$ cat src/rtl/cnt_gate_ctrl_pkg.sv
// cnt_gate_ctrl_pkg: shared FSM encoding, clear-length default and counter lane packing helper
package cnt_gate_ctrl_pkg;
  typedef enum logic [1:0] {
    IDLE    = 2'd0,
    CLEAR   = 2'd1,
    RUN     = 2'd2,
    CAPTURE = 2'd3
  } state_e;
  localparam int CLR_CYCLES_DEF = 32;
  function automatic int lane_lsb(input int w, input int i);
    return w * i;
  endfunction
endpackage

$ cat src/rtl/cnt_gate_ctrl_gate_timer.sv
// gate_timer: window tick counter; i_clk/i_rst, i_clr zeroes, i_en+i_tick count, o_expire on the tick where count==i_period-1
module gate_timer #(
  parameter int GATE_WIDTH = 16
) (
  input  logic                  i_clk,
  input  logic                  i_rst,
  input  logic                  i_clr,
  input  logic                  i_en,
  input  logic                  i_tick,
  input  logic [GATE_WIDTH-1:0] i_period,
  output logic                  o_expire
);
  logic [GATE_WIDTH-1:0] count_q, count_d;
  always_comb begin
    o_expire = i_en && i_tick && (count_q == i_period - GATE_WIDTH'(1));
    count_d  = i_clr ? '0 : (i_en && i_tick) ? (o_expire ? '0 : count_q + GATE_WIDTH'(1)) : count_q;
  end
  always_ff @(posedge i_clk or posedge i_rst) begin
    if (i_rst) count_q <= '0;
    else       count_q <= count_d;
  end
endmodule

$ cat src/rtl/cnt_gate_ctrl.sv
// cnt_gate_ctrl: gated-window sequencer (cfg in, counter en/clear out) with double-buffered snapshot readout (rd req/busy/valid/data, overrun)
module cnt_gate_ctrl
  import cnt_gate_ctrl_pkg::*;
#(
  parameter int NUMBER_OF_COUNTERS = 16,
  parameter int COUNTERS_WIDTH     = 8,
  parameter int GATE_WIDTH         = 16,
  parameter int CLR_CYCLES         = CLR_CYCLES_DEF
) (
  input  logic                                   i_clk,
  input  logic                                   i_rst,
  input  logic                                   i_tick,
  input  logic                                   i_cfg_valid,
  input  logic [NUMBER_OF_COUNTERS-1:0]          i_cfg_enable,
  input  logic [GATE_WIDTH-1:0]                  i_cfg_period,
  output logic [NUMBER_OF_COUNTERS-1:0]          o_cnt_en,
  output logic                                   o_cnt_rst,
  input  logic [NUMBER_OF_COUNTERS*COUNTERS_WIDTH-1:0] i_cnt_data,
  input  logic                                   i_rd_req,
  input  logic                                   i_rd_busy,
  output logic                                   o_rd_valid,
  output logic [NUMBER_OF_COUNTERS*COUNTERS_WIDTH-1:0] o_rd_data,
  output logic                                   o_gate_active,
  output logic                                   o_overrun
);
  localparam int DW = NUMBER_OF_COUNTERS * COUNTERS_WIDTH;
  localparam int CW = $clog2(CLR_CYCLES + 1);
  state_e                        state_q, state_d;
  logic [CW-1:0]                 clr_q, clr_d;
  logic [NUMBER_OF_COUNTERS-1:0] mask_q, mask_d;
  logic [GATE_WIDTH-1:0]         period_q, period_d;
  logic [DW-1:0]                 snap_q, snap_d, rd_data_q, rd_data_d;
  logic                          snap_full_q, snap_full_d;
  logic                          rd_pending_q, rd_pending_d;
  logic                          rd_valid_q, rd_valid_d;
  logic                          overrun_q, overrun_d;
  logic                          expire, capture, grant, clr_done;
  gate_timer #(.GATE_WIDTH(GATE_WIDTH)) u_timer (
    .i_clk    (i_clk),
    .i_rst    (i_rst),
    .i_clr    (state_q != RUN),
    .i_en     (state_q == RUN),
    .i_tick   (i_tick),
    .i_period (period_q),
    .o_expire (expire)
  );
  always_ff @(posedge i_clk or posedge i_rst) begin
    if (i_rst) begin
      state_q  <= IDLE;
      clr_q    <= '0;
      mask_q   <= '0;
      period_q <= '0;
    end else begin
      state_q  <= state_d;
      clr_q    <= clr_d;
      mask_q   <= mask_d;
      period_q <= period_d;
    end
  end
  always_comb begin
    clr_done = clr_q == CW'(CLR_CYCLES - 1);
    mask_d   = i_cfg_valid ? i_cfg_enable : mask_q;
    period_d = i_cfg_valid ? i_cfg_period : period_q;
    clr_d    = (i_cfg_valid || state_q != CLEAR) ? '0 : clr_q + CW'(1);
    state_d  = i_cfg_valid         ? CLEAR :
               state_q == CLEAR    ? (clr_done ? ((period_q != '0 && mask_q != '0) ? RUN : IDLE) : CLEAR) :
               state_q == RUN      ? (expire ? CAPTURE : RUN) :
               state_q == CAPTURE  ? CLEAR : IDLE;
  end
  always_comb begin
    o_cnt_en      = state_q == RUN ? mask_q : '0;
    o_cnt_rst     = state_q == CLEAR;
    o_gate_active = state_q == RUN;
    capture       = state_q == CAPTURE && !i_cfg_valid;
  end
  always_comb begin
    grant        = rd_pending_q && snap_full_q && !rd_valid_q;
    snap_d       = capture ? i_cnt_data : snap_q;
    snap_full_d  = capture ? 1'b1 : grant ? 1'b0 : snap_full_q;
    rd_pending_d = i_rd_req || (rd_pending_q && !grant);
    rd_valid_d   = grant ? 1'b1 : (rd_valid_q && i_rd_busy) ? 1'b0 : rd_valid_q;
    rd_data_d    = grant ? snap_q : rd_data_q;
    overrun_d    = i_cfg_valid ? 1'b0 : (capture && snap_full_q && !grant) ? 1'b1 : overrun_q;
  end
  always_ff @(posedge i_clk or posedge i_rst) begin
    if (i_rst) begin
      snap_q       <= '0;
      snap_full_q  <= 1'b0;
      rd_pending_q <= 1'b0;
      rd_valid_q   <= 1'b0;
      rd_data_q    <= '0;
      overrun_q    <= 1'b0;
    end else begin
      snap_q       <= snap_d;
      snap_full_q  <= snap_full_d;
      rd_pending_q <= rd_pending_d;
      rd_valid_q   <= rd_valid_d;
      rd_data_q    <= rd_data_d;
      overrun_q    <= overrun_d;
    end
  end
  assign o_rd_valid = rd_valid_q;
  assign o_rd_data  = rd_data_q;
  assign o_overrun  = overrun_q;
endmodule
$ cat config.mk
export PLATFORM = sky130hd
export DESIGN_NAME = cnt_gate_ctrl
export DESIGN_NICKNAME = d
export VERILOG_FILES = /design/src/rtl/cnt_gate_ctrl_pkg.sv /design/src/rtl/cnt_gate_ctrl_gate_timer.sv /design/src/rtl/cnt_gate_ctrl.sv
export SDC_FILE = /design/constraint.sdc
export NUM_CORES = 1
export LEC_CHECK = 0
export CAP_MARGIN = 30
export CORE_UTILIZATION = 40
export CTS_CLUSTER_SIZE = 25
export DETAILED_ROUTE_END_ITERATION = 10
export PLACE_DENSITY = 0.72
export SETUP_SLACK_MARGIN = 0.3
export SLEW_MARGIN = 20
export SYNTH_ARGS = -nofsm -noshare
export SYNTH_HDL_FRONTEND = slang
export SYNTH_HIERARCHICAL = 1
export SYNTH_SLANG_ARGS = --single-unit
export TNS_END_PERCENT = 50
$ cat constraint.sdc
create_clock -name i_clk -period 11.4 [get_ports i_clk]
set_input_delay 1.14 -clock i_clk [delete_from_list [all_inputs] [get_ports i_clk]]
set_output_delay 1.14 -clock i_clk [all_outputs]
set_load 0.005 [all_outputs]
==> impl_metrics.env, run 1 <==
export IMPL_status="finished, final reports clean"
export IMPL_path_class="primary input to register"
export IMPL_dr_pass1_iters=4
export IMPL_grt_overflow_total=0
export IMPL_core_mm2=0.0326
export IMPL_cts_path_max_buffers=3
export IMPL_synthXorXnorAreaFrac_pct=1.64
export IMPL_drc=0
export IMPL_antenna_left=0
export IMPL_final_cell_mix="dfrtp_1 (316), clkdlybuf4s50_1 (313), mux2_2 (179)"
export IMPL_cp_start_kind="primary input"
export IMPL_die_x_um=185
export IMPL_pwr_share_clk_pct=32.9
export IMPL_period_share_pct=38.5
export IMPL_ir_drop_mv=0.133
export IMPL_diodes=0
export IMPL_final_common_cell="dfrtp_1"
export IMPL_cts_made_buffers=36
export IMPL_drt_initial_drc_count=343
export IMPL_async_reset_ff_share_pct=100
export IMPL_relSlewSlack_pct=34.3
export IMPL_met3RoutedLength_um=2480
export IMPL_crit_fanout=53
export IMPL_grt_max_degree=98
export IMPL_fmax_ghz=0.228
export IMPL_fin_skew_ps=19.6
export IMPL_setup_violations=0
export IMPL_min_path_type="register to register"
export IMPL_synthesis_area_mm2=0.0133
export IMPL_synth_seq_cells=316
export IMPL_h_tree_depth=2
export IMPL_hold_viol=0
export IMPL_gp_congestion=0.849
export IMPL_dieArea_mm2=0.0340
export IMPL_synthAdderAreaFrac_pct=0.282
export IMPL_syn_to_final_growth_pct=34.7
export IMPL_cts_tree="built"
export IMPL_min_to="snap_q[2]$_DFFE_PP0N_"
export IMPL_synth_top_area_share_pct=59.3
export IMPL_clkTransAtPathRegs_ps=50
export IMPL_synth_edf_count=0
export IMPL_yosys_warnings=6
export IMPL_hold_depth=1
export IMPL_cts_root_buf="clkbuf_16"
export IMPL_rsz0062_at_grt="false"
export IMPL_drive_gt1_share_pct=29.2
export IMPL_rr_endpoint="u_timer/count_q[15]$_DFFE_PP0P_"
export IMPL_p_sw_uw=835
export IMPL_cts_resized=0
export IMPL_synth_ff_type="dfrtp_1"
export IMPL_r2r_slack_ps=7530
export IMPL_wl_met2_um=14000
export IMPL_setup_ws_ps=7010
export IMPL_wl_um=30000
export IMPL_fin_cells=1661
export IMPL_place_inst=1602
export IMPL_synthSimpleGateAreaFrac_pct=6.65
export IMPL_hold_start="snap_q[2]$_DFFE_PP0N_"
export IMPL_dpl_hpwl_um=20500
export IMPL_start_util_pct=40.8
export IMPL_p_int_uw=2540
export IMPL_clk_latency_ps=510
export IMPL_synthMuxAreaShare_pct=27.2
export IMPL_synth_top_family_by_area="multiplexers"
export IMPL_rows=66
export IMPL_crit_arrival_ps=4760
export IMPL_synthCells=881
export IMPL_synth_compound_area_share_pct=2.28
export IMPL_syn_avg_cell_area_um2=15.1
export IMPL_drt_vias_per_instance=4.92
export IMPL_hold_buffers=0
export IMPL_pre_cts_ws_ps=6450
export IMPL_grt_pass1_vias=8561
export IMPL_pwr_share_seq_pct=42.7
export IMPL_nets=1368
export IMPL_ys_seq_area_share_pct=59.3
export IMPL_synth_fp_nets=1050
export IMPL_tns_ps=0
export IMPL_vias=8171
export IMPL_track_usage_pct=17.6
export IMPL_cts_setup_buffers=0
export IMPL_synth_area_leader_cell="dfrtp_1"
export IMPL_antenna_found_initial=3
export IMPL_rr_worst_depth=9
export IMPL_power_frac_comb_pct=24.4
export IMPL_r2r_start="state_q[0]$_DFF_PP0_"
export IMPL_tightest_slew_ps=986
export IMPL_power_density_mw_per_mm2=188
export IMPL_routedWlPerCell_um=18.0
export IMPL_port_buffers=313
export IMPL_p_sw_share_pct=24.7
export IMPL_top_layer="met5"
export IMPL_required_ps=11770
export IMPL_grt_pass1_wl_um=47000
export IMPL_p_total_uw=3380
export IMPL_crit_path_end_kind="register"
export IMPL_die_y_um=185
export IMPL_drv_cap=0
export IMPL_p_leak_uw=0.00843
export IMPL_drv_slew=0
export IMPL_io_pin_count=314
export IMPL_ys_top_cells_by_area="dfrtp_1 (59%), mux2_2 (15%), mux2_4 (11%)"
export IMPL_n_fill_cell=2687
export IMPL_final_min_clock_period_ps=4390
export IMPL_synth_distinct_cells=55
export IMPL_drt_met1_wl_um=12700
export IMPL_clock_sinks=316
==> routing by layer <==
| metal | global-route usage (%) | vias up |
|---|---|---|
| met2 | 28.1 | 237 |
| met1 | 22.6 | 4087 |
| met5 | 0 | - |
| li1 | - | 3789 |
| met3 | 5.65 | 52 |
| met4 | 5.73 | 6 |
==> layout make-up <==
cell class / instances / area, µm² / area share (%)
Clock buffer: 47 / 1010 / 5.64
Clock inverter: 11 / 128 / 0.711
Inverter: 8 / 37.5 / 0.209
Multi-Input combinational cell: 514 / 5080 / 28.3
Sequential cell: 316 / 7910 / 44.1
Tap cell: 442 / 553 / 3.08
Timing Repair Buffer: 323 / 3230 / 18.0
==> flip-flops by register name, indices dropped and copies added (netlist names) <==
| register | count |
|---|---|
| snap_full_q | 1 |
| period_q | 16 |
| u_timer/count_q | 16 |
| clr_q | 6 |
| state_q | 2 |
| snap_q | 128 |
| rd_pending_q | 1 |
| o_overrun | 1 |
| o_rd_valid | 1 |
| o_rd_data | 128 |
| mask_q | 16 |
==> stage by stage <==
stage	cell area (µm²)	hold slack, ps	util [%]
floorplan	13300	450	-
global placement	16800	470	51.4
detailed placement	16800	477	51.5
CTS	17900	490	55.0
global route	17900	505	55.0
finish	17900	481	55.0
==> cell usage after synthesis, types with 4 or more instances <==
cell      instances
a21oi_1          10
nand4_1           5
nor3_1           12
buf_4             6
and2_1           20
xor2_1           11
dfrtp_1         316
inv_1             8
buf_6            16
nor4_1           14
nor2_1           18
nand2_1          28
and3_1            5
buf_2            14
nand3_1          19
a31oi_1          10
clkbuf_1          7
nand2b_1          4
mux2_1            9
o21ai_0           5
xnor2_1          14
mux2_2          179
mux2_4          100
==> how the worst max path moves through the flow <==
stage	start	to	slack (ps)	cells after the start
floorplan	i_rst	clr_q[0]$_DFF_PP0_	1970	1
global placement	i_cfg_valid	snap_q[4]$_DFFE_PP0N_	6460	6
detailed placement	i_cfg_valid	snap_q[6]$_DFFE_PP0N_	6450	6
CTS	i_cfg_valid	snap_q[5]$_DFFE_PP0N_	6990	6
global route	i_cfg_valid	snap_q[5]$_DFFE_PP0N_	6810	6
finish	i_cfg_valid	snap_q[4]$_DFFE_PP0N_	7010	6
==> power groups by stage <==
| stage | Clock [µW] | Sequential [µW] | Combinational (µW) |
|---|---|---|---|
| finish | 1110 | 1440 | 823 |
| global route | 1200 | 1470 | 884 |
| CTS | 1150 | 1450 | 837 |
| detailed placement | 0 | 1460 | 832 |
| global placement | 0 | 1450 | 820 |
| floorplan | 0 | 1460 | 325 |
==> worst max-delay path, cell delays in order <==
cell and delay [ps]:
clkdlybuf4s50_1 450, buf_4 400, nand3b_4 640, buf_4 750
buf_4 850, mux2_1 380
==> kinds of logic after synthesis <==
| kind of cell | Yosys count |
|---|---|
| fa+ha+maj | 3 |
| flops | 316 |
| mux | 288 |
| xor+xnor | 25 |
| buf+inv | 51 |
| compound gates | 44 |
| simple gates | 154 |
No activity file was read; power rests on OpenSTA's default activity.
==> run 2, diff against run 1 <==
Clock period 11.4 ns to 4.2 ns, I/O delays scaled along.
==> run 2 against run 1 <==
Against the previous run:
- clock skew down 8.0 ps
- largest power group unchanged
- clock power increased to 2.8 times the previous value
- cell area rose by 0.45%
- global-route usage up 0.16 points
- sequential power rose to 2.7 times the previous value
- largest cell class unchanged
- clock-buffer cell count is the same
- die area is the same
- routed wire length rose by 1.7%
- via count grew 0.95%
- first-iteration DRC count shrank 10%
- critical path type is now register to register
==> impl_metrics.env, run 2 (synthesis gave the netlist of run 1 again) <==
export IMPL_status="finished, final reports clean"
export IMPL_die_x_um=185
export IMPL_crit_arrival_ps=3550
export IMPL_dr_pass1_iters=4
export IMPL_h_tree_depth=2
export IMPL_drive_gt1_share_pct=29.4
export IMPL_regArea_mm2=0.00791
export IMPL_gr_usage_met3_pct=5.06
export IMPL_power_density_mw_per_mm2=513
export IMPL_antenna_found_initial=1
export IMPL_clkTransAtPathRegs_ps=60
export IMPL_busiest_layer="met2"
export IMPL_grtUsageMet2_pct=28.8
export IMPL_io_pin_count=314
export IMPL_period_share_pct=75.6
export IMPL_drc=0
export IMPL_wl_um=30500
export IMPL_rsz0062_at_grt="false"
export IMPL_cts_setup_buffers=0
export IMPL_r2r_slack_ps=1030
export IMPL_grt_overflow_total=0
export IMPL_fin_skew_ps=11.6
export IMPL_grt_pass1_vias=8701
export IMPL_drt_vias_per_instance=4.94
export IMPL_drt_initial_drc_count=308
export IMPL_n_fill_cell=2689
export IMPL_multi_input_area_mm2=0.00508
export IMPL_cts_tree="built"
export IMPL_antenna_left=0
export IMPL_grt_max_degree=147
export IMPL_required_ps=4580
export IMPL_path_class="register to register"
export IMPL_core_mm2=0.0326
export IMPL_port_buffers=313
export IMPL_cts_made_buffers=36
export IMPL_gp_congestion=0.841
export IMPL_track_usage_pct=17.8
export IMPL_placed_cell_area_mm2=0.0168
export IMPL_tns_ps=0
export IMPL_vias=8249
export IMPL_dieArea_mm2=0.0340
export IMPL_hold_viol=0
export IMPL_start_util_pct=40.8
export IMPL_clk_latency_ps=510
export IMPL_grt_use_met1_pct=22.9
export IMPL_hold_buffers=0
export IMPL_crit_path_end_kind="register"
export IMPL_design_area_mm2=0.0180
export IMPL_final_cell_mix="dfrtp_1 (316), clkdlybuf4s50_1 (313), mux2_2 (179)"
export IMPL_final_min_clock_period_ps=3170
export IMPL_ir_drop_mv=0.359
export IMPL_grt_pass1_wl_um=47700
export IMPL_drv_slew=0
export IMPL_min_path_type="primary input to async pin"
export IMPL_relSlewSlack_pct=38.8
export IMPL_cp_start_kind="register"
export IMPL_crit_fanout=24
export IMPL_cts_resized=0
export IMPL_p_leak_uw=0.00847
export IMPL_rows=66
export IMPL_setup_violations=0
export IMPL_tightest_slew_ps=910
export IMPL_drv_cap=0
export IMPL_cts_root_buf="clkbuf_16"
export IMPL_cts_path_max_buffers=3
export IMPL_clock_sinks=316
export IMPL_routedWlPerCell_um=18.3
export IMPL_final_common_cell="dfrtp_1"
export IMPL_die_y_um=185
export IMPL_fmax_ghz=0.315
export IMPL_nets=1369
export IMPL_dpl_hpwl_um=20200
export IMPL_syn_to_final_growth_pct=35.3
run 2: path summary, 6_finish.rpt:
check                                   startpoint  cells after the start                              end
setup / recovery           period_q[0]$_DFFE_PP0P_                      9  u_timer/count_q[15]$_DFFE_PP0P_
hold / removal                               i_rst                      2          snap_q[122]$_DFFE_PP0N_
setup reg to reg           period_q[0]$_DFFE_PP0P_                      9  u_timer/count_q[15]$_DFFE_PP0P_
hold reg to reg              snap_q[7]$_DFFE_PP0N_                      1            snap_q[7]$_DFFE_PP0N_
max in group asynchronous                    i_rst                      3           snap_q[63]$_DFFE_PP0N_
min in group i_clk                       i_rd_busy                      2           o_rd_valid$_DFFE_PP0P_
run 2: critical path, cell delays in order, from the launching register on:
cell	delay [ps]
dfrtp_1	460
inv_1	100
ha_1	240
or3b_2	530
o31a_1	310
or4_1	480
o211ai_1	170
nand4_4	380
a31oi_1	290
a21oi_1	80
run 2: through the flow:
stage	cells	util (%)	setup slack [ps]	hold slack (ps)	total power, µW
final	1669	55.2	1030	254	9250
after global routing	1668	55.2	867	263	9700
after CTS	1666	55.2	1060	236	9390
after detailed placement	1603	51.6	1100	481	6240
after global placement	1603	51.6	1150	469	6180
after floorplan	881	-	-207	334	4850
run 2: final cells by class:
cell class	count	share of cell area, %
clock buffer	47	5.51
sequential	316	43.9
timing repair buffer	324	18.2
clock inverter	16	0.979
antenna	2	0.0278
multi-input combinational	514	28.2
inverter	8	0.187
tap	442	3.07
run 2: report_power, final:
part | switching, µW | internal, µW
clock | 1220 | 1860
sequential | 325 | 3610
combinational | 746 | 1490
total | 2290 | 6950
run 2: metal layers:
| layer | share of wire [%] | routed length, µm |
|---|---|---|
| met1 | 43 | 13100 |
| met2 | 48 | 14500 |
| met3 | 7.2 | 2190 |
| met4 | 2.2 | 663 |
| met5 | 0 | 0 |
==> run 3, diff against run 2 <==
Clock period 4.2 ns to 3 ns, I/O delays scaled along.
==> run 3 against run 2 <==
Against the previous run:
- clock-buffer cell count increased by 3
- highest routed layer unchanged
- clock skew increased by 6.8 ps
- largest power group unchanged
- global-route usage increased by 0.49 points
- routed wire length increased by 1.4%
- critical path depth decreased by 1
- combinational power increased by 44%
- critical endpoint is now u_timer/count_q[6]$_DFFE_PP0P_
- first-iteration DRC count increased by 6.2%
- power increased by 40%
==> impl_metrics.env, run 3 (synthesis gave the netlist of run 1 again) <==
export IMPL_routedWlPerCell_um=18.1
export IMPL_die_y_um=185
export IMPL_setup_ws_ps=337
export IMPL_critPathTopFamily="simple AND/OR/NAND/NOR gates"
export IMPL_placed_cell_area_mm2=0.0171
export IMPL_drv_cap=0
export IMPL_dieArea_mm2=0.0340
export IMPL_syn_to_final_growth_pct=38.4
export IMPL_die_x_um=185
export IMPL_grtUsageMet2_pct=28.4
export IMPL_pre_cts_ws_ps=104
export IMPL_multi_input_area_mm2=0.00512
export IMPL_busiest_layer="met2"
export IMPL_antenna_found_initial=2
export IMPL_power_density_mw_per_mm2=703
export IMPL_cts_root_buf="clkbuf_16"
export IMPL_gp_congestion=0.824
export IMPL_clk_latency_ps=510
export IMPL_crit_buf_inv=1
export IMPL_min_path_type="primary input to async pin"
export IMPL_cts_made_buffers=35
export IMPL_n_fill_cell=2612
export IMPL_regArea_mm2=0.00791
export IMPL_critPathSlowestCell="or4_4"
export IMPL_path_class="register to register"
export IMPL_final_min_clock_period_ps=2660
export IMPL_setup_violations=0
export IMPL_period_share_pct=88.8
export IMPL_fin_skew_ps=18.4
export IMPL_crit_fanout=8
export IMPL_drt_initial_drc_count=327
export IMPL_clkTransAtPathRegs_ps=60
export IMPL_grt_pass1_wl_um=48600
export IMPL_design_area_mm2=0.0184
export IMPL_crit_arrival_ps=3050
export IMPL_crit_path_end_kind="register"
export IMPL_drive_gt1_share_pct=32.6
export IMPL_grt_overflow_total=0
export IMPL_grt_pass1_vias=8804
export IMPL_start_util_pct=40.8
export IMPL_fmax_ghz=0.376
export IMPL_rows=66
export IMPL_vias=8441
export IMPL_tightest_slew_ps=658
export IMPL_cts_path_max_buffers=3
export IMPL_required_ps=3390
export IMPL_wl_um=30900
export IMPL_dr_pass1_iters=4
export IMPL_relSlewSlack_pct=56.1
export IMPL_hold_buffers=0
export IMPL_port_buffers=313
export IMPL_dpl_hpwl_um=21300
export IMPL_grt_use_met1_pct=24.5
export IMPL_drt_vias_per_instance=4.95
export IMPL_clock_sinks=316
export IMPL_drc=0
export IMPL_hold_viol=0
export IMPL_track_usage_pct=18.2
export IMPL_status="finished, final reports clean"
export IMPL_final_cell_mix="dfrtp_1 (313), clkdlybuf4s50_1 (313), mux2_2 (179)"
export IMPL_rsz0062_at_grt="true"
export IMPL_io_pin_count=314
export IMPL_grt_max_degree=71
export IMPL_ir_drop_mv=0.496
export IMPL_core_mm2=0.0326
export IMPL_nets=1407
export IMPL_antenna_left=0
export IMPL_h_tree_depth=2
export IMPL_cp_start_kind="register"
export IMPL_drv_slew=0
export IMPL_p_leak_uw=0.00868
export IMPL_crit_chain="or4_4 > or3_1 > a211o_1 > a2111oi_4 > nand4_4 > buf_6 > o21ai_1 > a21oi_1"
export IMPL_gr_usage_met3_pct=5.12
export IMPL_cts_tree="built"
export IMPL_max_stage_delay_ps=550
==> run 3: through the flow <==
stage	utilization [%]	cells	total power [µW]	TNS, ps	hold WS [ps]
after floorplan	-	881	6790	-386120	214
after global placement	52.4	1629	8720	0	470
after detailed placement	52.4	1629	8780	0	477
after CTS	56.3	1697	13100	0	215
after global routing	56.5	1704	13600	0	259
final	56.5	1704	13000	0	216
==> run 3: worst paths after layout <==
check                                          from  cells past startpoint  slack, ps                             end
min in group i_clk                        i_rd_busy                      2        340          o_rd_valid$_DFFE_PP0P_
min reg2reg                      clr_q[0]$_DFF_PP0_                      1        490              clr_q[0]$_DFF_PP0_
max                        period_q[10]$_DFFE_PP0P_                      8        340  u_timer/count_q[6]$_DFFE_PP0P_
min                                           i_rst                      2        220           o_overrun$_DFFE_PP0P_
max reg2reg                period_q[10]$_DFFE_PP0P_                      8        340  u_timer/count_q[6]$_DFFE_PP0P_
max in group asynchronous                     i_rst                      4       1870          snap_q[30]$_DFFE_PP0N_
==> run 3: routing by layer <==
metal	share of wire [%]	wire length, µm	up-vias
met2	46	14300	283
met3	7.6	2350	50
met1	44	13500	4252
li1	-	-	3856
met4	2.4	751	0
met5	0	0	-
==> run 3: report_power, final <==
part | leakage (µW) | total [µW] | switching (µW) | internal (µW)
Combinational | 0.00387 | 3230 | 1080 | 2150
Clock | 0.000567 | 4260 | 1690 | 2570
Sequential | 0.00424 | 5470 | 423 | 5050
==> run 3: area by class of cell <==
cell class                      count  share of cell area (%)
Clock inverter                      9                   0.672
Inverter                            8                   0.183
Clock buffer                       50                    5.60
Timing Repair Buffer              363                    19.8
Multi-Input combinational cell    514                    27.8
Sequential cell                   316                    42.9
Antenna cell                        2                  0.0271
Tap cell                          442                    3.00
==> run 3: worst reg2reg max path, delay by kind of cell, from the launching register on <==
family,cells,cell delay [ps]
AND/OR/NAND/NOR,3,1120
flip-flops,1,380
buffers and inverters,1,200
AO/OA/AOI/OAI,4,850
==> run 3: repair_timing <==
item,CTS,global route
resized for setup,12,11
pin swaps,4,7
setup buffers,8,5
setup endpoints to repair,15,17
cloned,1,0
